`config.mk`:
```
export PLATFORM = sky130hd
export DESIGN_NAME = sram_1rw_ctrl_flat
export DESIGN_NICKNAME = d
export VERILOG_FILES = /design/src/rtl/sram_1rw_ctrl_if.sv /design/src/rtl/sram_1rw_ctrl.sv /design/src/flat_wrapper.sv
export SDC_FILE = /design/constraint.sdc
export NUM_CORES = 1
export LEC_CHECK = 0
export BUFFER_PORTS_ARGS = -buffer_cell sky130_fd_sc_hd__buf_4
export CAP_MARGIN = 20
export CORE_AREA = 2 2 94 96
export DETAILED_ROUTE_END_ITERATION = 8
export DIE_AREA = 0 0 96 98
export GPL_TIMING_DRIVEN = 0
export PLACE_DENSITY_LB_ADDON = 0.12
export SYNTH_ARGS = -nofsm -noshare
export SYNTH_HDL_FRONTEND = slang
export SYNTH_SLANG_ARGS = --single-unit
```
`constraint.sdc`:
```
create_clock -name clock -period 2.05 [get_ports clock]
set_clock_uncertainty 0.05 [all_clocks]
set_input_delay 0 -clock clock [delete_from_list [all_inputs] [get_ports clock]]
set_output_delay 0 -clock clock [all_outputs]
set_load 0.02 [all_outputs]
```
`src/rtl/sram_1rw_ctrl_if.sv`:
```
// sram_1rw_ctrl_if: requester-side write/read request and read response bus
interface sram_1rw_ctrl_if #(
   parameter int AW    = 8,
   parameter int WIDTH = 48,
   parameter int SEGS  = 8
);
   logic             wreq_valid;
   logic             wreq_ready;
   logic [AW-1:0]    wreq_addr;
   logic [WIDTH-1:0] wreq_data;
   logic [SEGS-1:0]  wreq_mask;
   logic             rreq_valid;
   logic             rreq_ready;
   logic [AW-1:0]    rreq_addr;
   logic             rresp_valid;
   logic [WIDTH-1:0] rresp_data;
   modport master (
      output wreq_valid, wreq_addr, wreq_data, wreq_mask, rreq_valid, rreq_addr,
      input  wreq_ready, rreq_ready, rresp_valid, rresp_data
   );
   modport slave (
      input  wreq_valid, wreq_addr, wreq_data, wreq_mask, rreq_valid, rreq_addr,
      output wreq_ready, rreq_ready, rresp_valid, rresp_data
   );
endinterface

```
`src/rtl/sram_1rw_ctrl.sv`:
```
// sram_1rw_ctrl: zero-fills a single-port masked SRAM, then arbitrates write/read requests onto it
module sram_1rw_ctrl #(
   parameter int DEPTH = 256,
   parameter int AW    = 8,
   parameter int WIDTH = 48,
   parameter int SEGS  = 8
) (
   input  logic             clock,
   input  logic             reset_n,
   sram_1rw_ctrl_if.slave   req,
   output logic             init_done,
   output logic             sram_en,
   output logic             sram_wmode,
   output logic [AW-1:0]    sram_addr,
   output logic [SEGS-1:0]  sram_wmask,
   output logic [WIDTH-1:0] sram_wdata,
   input  logic [WIDTH-1:0] sram_rdata
);
   typedef enum logic [1:0] {RST, INIT, RUN} state_t;
   state_t           state, state_nx;
   logic [AW-1:0]    init_cnt;
   logic [WIDTH-1:0] hold;
   logic             rv, init, run, wr_fire, rd_fire;
   always_ff @(posedge clock or negedge reset_n) begin
      if (!reset_n) begin
         state    <= RST;
         init_cnt <= '0;
         rv       <= 1'b0;
         hold     <= '0;
      end else begin
         state    <= state_nx;
         init_cnt <= init ? init_cnt + 1'b1 : init_cnt;
         rv       <= rd_fire;
         if (rv) hold <= sram_rdata;
      end
   end
   // macro data is only valid the cycle after a read, so it is captured for later cycles
   always_comb begin
      init           = state == INIT;
      run            = state == RUN;
      state_nx       = state == RST ? INIT : (init ? (init_cnt == AW'(DEPTH-1) ? RUN : INIT) : RUN);
      wr_fire        = run & req.wreq_valid;
      rd_fire        = run & req.rreq_valid & ~req.wreq_valid;
      req.wreq_ready = run;
      req.rreq_ready = run & ~req.wreq_valid;
      req.rresp_valid = rv;
      req.rresp_data = rv ? sram_rdata : hold;
      init_done      = run;
      sram_en        = init | wr_fire | rd_fire;
      sram_wmode     = init | wr_fire;
      sram_addr      = init ? init_cnt : (wr_fire ? req.wreq_addr : (rd_fire ? req.rreq_addr : '0));
      sram_wmask     = init ? '1 : (wr_fire ? req.wreq_mask : '0);
      sram_wdata     = wr_fire ? req.wreq_data : '0;
   end
endmodule
```
`src/flat_wrapper.sv`:
```
// flat-port wrapper written by rule: the top's interface ports become plain ports
module sram_1rw_ctrl_flat 
#(
   parameter int DEPTH = 256,
   parameter int AW    = 8,
   parameter int WIDTH = 48,
   parameter int SEGS  = 8
)
  (clock, reset_n, init_done, sram_en, sram_wmode, sram_addr, sram_wmask, sram_wdata, sram_rdata, req_wreq_valid, req_wreq_addr, req_wreq_data, req_wreq_mask, req_rreq_valid, req_rreq_addr, req_wreq_ready, req_rreq_ready, req_rresp_valid, req_rresp_data);
  sram_1rw_ctrl_if #(.AW(AW), .WIDTH(WIDTH), .SEGS(SEGS)) req_i ();
  input  logic clock;
  input  logic reset_n;
  output logic init_done;
  output logic sram_en;
  output logic sram_wmode;
  output logic [AW-1:0] sram_addr;
  output logic [SEGS-1:0] sram_wmask;
  output logic [WIDTH-1:0] sram_wdata;
  input  logic [WIDTH-1:0] sram_rdata;
  input wire logic [$bits(req_i.wreq_valid)-1:0] req_wreq_valid;
  input wire logic [$bits(req_i.wreq_addr)-1:0] req_wreq_addr;
  input wire logic [$bits(req_i.wreq_data)-1:0] req_wreq_data;
  input wire logic [$bits(req_i.wreq_mask)-1:0] req_wreq_mask;
  input wire logic [$bits(req_i.rreq_valid)-1:0] req_rreq_valid;
  input wire logic [$bits(req_i.rreq_addr)-1:0] req_rreq_addr;
  output wire logic [$bits(req_i.wreq_ready)-1:0] req_wreq_ready;
  output wire logic [$bits(req_i.rreq_ready)-1:0] req_rreq_ready;
  output wire logic [$bits(req_i.rresp_valid)-1:0] req_rresp_valid;
  output wire logic [$bits(req_i.rresp_data)-1:0] req_rresp_data;
  assign req_i.wreq_valid = req_wreq_valid;
  assign req_i.wreq_addr = req_wreq_addr;
  assign req_i.wreq_data = req_wreq_data;
  assign req_i.wreq_mask = req_wreq_mask;
  assign req_i.rreq_valid = req_rreq_valid;
  assign req_i.rreq_addr = req_rreq_addr;
  assign req_wreq_ready = req_i.wreq_ready;
  assign req_rreq_ready = req_i.rreq_ready;
  assign req_rresp_valid = req_i.rresp_valid;
  assign req_rresp_data = req_i.rresp_data;
  sram_1rw_ctrl #(.DEPTH(DEPTH), .AW(AW), .WIDTH(WIDTH), .SEGS(SEGS)) u_core (.clock(clock), .reset_n(reset_n), .req(req_i), .init_done(init_done), .sram_en(sram_en), .sram_wmode(sram_wmode), .sram_addr(sram_addr), .sram_wmask(sram_wmask), .sram_wdata(sram_wdata), .sram_rdata(sram_rdata));
endmodule
```
Word level (Yosys, flattened, before mapping)

Cells that the tools add are included.

Register bits after elaboration: 59
Input port bits: 124
Output and inout bits: 118
Word-level logic and storage cells: 26

Add/subtract/negate cells: 1
Equality and inequality tests: 3
Muxes and demuxes: 10
Bitwise logic cells: 7
Reduce and logical (&&, ||, !) cells: 1

Operators by type and width:

| kind                                                             | count |
|---|---|
| 48-bit two-way mux                                               | 2 |
| 8-bit two-way mux                                                | 5 |
| 8-bit by 1-bit adder with 8-bit output (second input constant)   | 1 |
| 8-bit == test (second input constant)                            | 1 |
| 2-bit two-way mux                                                | 3 |
| 1-bit bitwise AND                                                | 4 |
| 2-bit by 1-bit == test with 1-bit output (second input constant) | 1 |
| 2-bit == test (second input constant)                            | 1 |
| 2-bit logical NOT                                                | 1 |
| 1-bit OR                                                         | 2 |
| 1-bit inverter                                                   | 1 |

Longest topological paths before layout

Depth after elaboration: 6
Gate-level depth with buffers: 5
Mapped depth without buffers: 4

Worst setup path after synthesis

No wires, ideal clock.

Kind: reg-to-reg
From: register u_core.rv, in the netlist u_core.req.rresp_valid
To: register u_core.hold[27]
Library setup time: 0.148 ns
Arrival: 1.336 ns
Required time: 1.852 ns
Path slack: 0.517 ns
Stages on the path, launching flop included: 4
Path buffers: 2
Clock period less this slack: 1.533 ns
Cell sequence: dfrtp_1 > buf_2 > buf_2 > mux2_2

Longest elaborated chain between the ends: 1

Ends and longest elaborated chain:

| item                         | line                | RTL |
|---|---|---|
| from (decl)                  | sram_1rw_ctrl.sv:23 | `logic rv, init, run, wr_fire, rd_fire;` |
| from (signal assigned)       | sram_1rw_ctrl.sv:33 | `rv <= rd_fire;` |
| 48-bit two-way mux           | n/a                 |  |
| named net req_rresp_data[27] | flat_wrapper.sv:29  | `output wire logic [$bits(req_i.rresp_data)-1:0] req_rresp_data;` |
| to (signal assigned)         | sram_1rw_ctrl.sv:34 | `if (rv) hold <= sram_rdata;` |
| to (decl)                    | sram_1rw_ctrl.sv:22 | `logic [WIDTH-1:0] hold;` |

The timed path passes the listed nets, and every way through them passes these cells.
A chain may end at the register's enable or synchronous reset.

Final worst setup path

From: register u_core.state[0]
To: output port sram_wdata[38]

Longest elaborated chain between the ends: 3

Ends and longest elaborated chain:

| item                   | line                | RTL |
|---|---|---|
| from (decl)            | sram_1rw_ctrl.sv:20 | `state_t state, state_nx;` |
| from (signal assigned) | sram_1rw_ctrl.sv:31 | `state <= state_nx;` |
| 2-bit == test          | sram_1rw_ctrl.sv:40 | `run = state == RUN;` |
| 1-bit bitwise AND      | sram_1rw_ctrl.sv:42 | `wr_fire = run & req.wreq_valid;` |
| 48-bit two-way mux     | sram_1rw_ctrl.sv:53 | `sram_wdata = wr_fire ? req.wreq_data : '0;` |
| to (decl)              | flat_wrapper.sv:18  | `output logic [WIDTH-1:0] sram_wdata;` |

Every way passes these cells.

==> results.sh <==
export IMPL_grt_usage=0.199
export IMPL_floorplan_initialDensity=0.334
export IMPL_clk_pin_slew_ns=0.06
export IMPL_cts_repair_resized=0
export IMPL_antennaDiodeCount=0
export IMPL_yosys_area_top_type="dfrtp_1"
export IMPL_cp_top_family="buffers and inverters"
export IMPL_dpl_instance_area_sq_mm=0.00477
export IMPL_clock_fmax_ghz=0.528
export IMPL_nets=670
export IMPL_cts_setup_buffers=0
export IMPL_die_area_sq_mm=0.00941
export IMPL_min_period_ns=1.89
export IMPL_crit_chain="and3b_1 > buf_6 > clkbuf_1 > and2_1 > buf_4"
export IMPL_finalSetupViolations=0
export IMPL_status="finished clean"
export IMPL_grt_pass1_vias=2991
export IMPL_synthTopCellsByArea="dfrtp_1, mux2_2, and2_1"
export IMPL_wirelength_microns=9550
export IMPL_grt_max_degree=60
export IMPL_clock_sinks=59
export IMPL_yosysWarnings=0
export IMPL_clk_latency_ns=0.32
export IMPL_hpwl_microns=7180
export IMPL_route_met2_wl_microns=4940
export IMPL_yosysSeqAreaShare=0.523
export IMPL_die_h_microns=98
export IMPL_synthCells=244
export IMPL_place_port_buffers=241
export IMPL_final_max_slew_viol_count=0
export IMPL_synth_top_area_share=0.523
export IMPL_final_area_sq_mm=0.00545
export IMPL_critPathLaunchType="flop"
export IMPL_synth_ff_latch_count=59
export IMPL_layout_commonest_cell="buf_4"
export IMPL_tightest_slew_ns=0.734
export IMPL_p_leak_nw=2.97
export IMPL_clockBufferDepth=2
export IMPL_drtIter0Drc=34
export IMPL_syn_num_nets=369
export IMPL_r2r_end="u_core.hold[38]$_DFF_PN0_"
export IMPL_min_period_over_period=0.924
export IMPL_worst_ep_arrival_time_ns=1.84
export IMPL_dr_wl_met3_microns=837
export IMPL_antenna_left=0
export IMPL_hold_slack_ns=0.0813
export IMPL_synth_distinct_cells=30
export IMPL_core_sq_mm=0.00847
export IMPL_maxCapViolCount=0
export IMPL_slew_headroom=0.511
export IMPL_ios=242
export IMPL_m1WireLength_microns=3650
export IMPL_clock_root_buffer="clkbuf_8"
export IMPL_setup_worst_path_class="flop to output port"
export IMPL_wire_per_inst_microns=14.5
export IMPL_viasPerCell=4.42
export IMPL_setup_tns_ns=0
export IMPL_num_rows=34
export IMPL_hold_viol=0
export IMPL_gr_total_overflow=0
export IMPL_cts_tree="yes"
export IMPL_numCtsBuffers=9
export IMPL_r2r_setup_slack_ns=0.55
export IMPL_die_w_microns=96
export IMPL_holdCritPathClass="input pin to flop"
export IMPL_cp_required_ns=2.00
export IMPL_endpoint_kind="output port"
export IMPL_rsz0062_at_grt="no"
export IMPL_final_cell_mix="buf_4, dfrtp_1, dlygate4sd3_1"
export IMPL_r2r_start="u_core.req.rresp_valid$_DFF_PN0_"
export IMPL_cp_max_fo=10
export IMPL_crit_start="u_core.state[0]$_DFF_PN0_"
export IMPL_drive_gt1_frac=0.578
export IMPL_gp_congestion=0.793
export IMPL_endpoint="sram_wdata[38]"
export IMPL_htree_levels=3
export IMPL_worstHoldStart="req_wreq_valid"
export IMPL_worstRegToRegCells=3
export IMPL_slowest_stage="dfrtp_1"
export IMPL_synth_avg_cell_area_sq_um=11.6
export IMPL_fin_util=0.644
export IMPL_topRoutingLayerUsed="met4"
export IMPL_fill_cells=681
export IMPL_p_total_mw=2.47
export IMPL_holdBufCountCts=49
export IMPL_area_growth_pct=93.0
export IMPL_crit_buf_inv=3
export IMPL_ir_worst_vdd_uv=237
export IMPL_cp_num_cells=5
export IMPL_dr_pass1_iters=4
export IMPL_drc=0
export IMPL_powerDensity_mw_per_mm2=452
export IMPL_vias=2907
export IMPL_antenna_found_initial=0
export IMPL_crit_path_max_incr_delay_ns=0.45
export IMPL_grt_pass1_wl_microns=14500
export IMPL_syn_area_sq_mm=0.00283
-- registers in the layout, indices dropped and copies added (netlist names) --
| name | cells |
|---|---|
| u_core.state | 2 |
| u_core.hold | 48 |
| u_core.req.rresp_valid | 1 |
| u_core.init_cnt | 8 |
-- tightest hold or removal path, delay by kind of cell --
| family | cells | cell delay (ns) |
|---|---|---|
| buf+inv | 2 | 0.23 |
| simple gates | 1 | 0.18 |
-- per-stage QoR --
stage | cells | worst slack (ns)
after global placement | 593 | 0.519
after global routing | 658 | 0.0283
after floorplan | 244 | 0.517
after CTS | 658 | 0.136
final | 658 | 0.156
after detailed placement | 593 | 0.512
-- worst min path at each step --
stage | slack (ns) | cells past startpoint | endpoint
final | 0.08 | 3 | u_core.req.rresp_valid$_DFF_PN0_
after CTS | 0.06 | 3 | u_core.req.rresp_valid$_DFF_PN0_
after detailed placement | 0.06 | 1 | u_core.hold[2]$_DFF_PN0_
after global routing | 0.07 | 3 | u_core.req.rresp_valid$_DFF_PN0_
after global placement | 0.05 | 1 | u_core.hold[4]$_DFF_PN0_
after floorplan | -0.35 | 0 | u_core.hold[0]$_DFF_PN0_
-- routing by layer --
metal,vias up,global-route usage
met4,0,0.0626
met1,1351,0.226
met2,132,0.345
met3,9,0.0679
li1,1415,-
met5,-,0
-- cells by family (layout without fill, tap and decap cells) --
| logic type | count (synthesis) | after routing | share of synthesized area |
|---|---|---|---|
| compound gates | 11 | 11 | 0.0345 |
| buf+inv | 18 | 324 | 0.0350 |
| xor+xnor | 7 | 7 | 0.0217 |
| simple gates | 100 | 100 | 0.190 |
| mux | 48 | 48 | 0.191 |
| fa+ha+maj | 1 | 1 | 0.00443 |
| flops | 59 | 59 | 0.523 |
-- report_power, final --
| group | internal (mW) | switching, mW | total (mW) |
|---|---|---|---|
| Sequential | 1.16 | 0 | 1.16 |
| Clock | 0.588 | 0.440 | 1.03 |
| Combinational | 0.207 | 0.0662 | 0.274 |
| Total | 1.96 | 0.506 | 2.47 |
-- cell usage after synthesis, drive strengths merged --
master / n
a22oi: 2
and2: 48
nand2b: 2
nor2b: 2
a41oi: 1
mux2: 48
clkbuf: 4
nand4: 1
a221oi: 6
nand2: 26
buf: 13
a41o: 1
inv: 1
nor3: 2
dfrtp: 59
a21oi: 1
or3: 1
nor4: 1
nand3: 1
ha: 1
nand3b: 1
nor2: 12
xor2: 3
and3b: 1
xnor2: 4
and2b: 1
and4bb: 1
-- cell type report --
class	instances	area, sq um	area share
Timing Repair Buffer	290	2300	0.422
Sequential cell	59	1480	0.271
Multi-Input combinational cell	167	1250	0.229
Clock buffer	11	141	0.0259
Tap cell	108	135	0.0248
Buffer	17	95.1	0.0174
Clock inverter	5	52.6	0.00964
Inverter	1	3.75	0.000688
(Power assumes the default switching activity.)
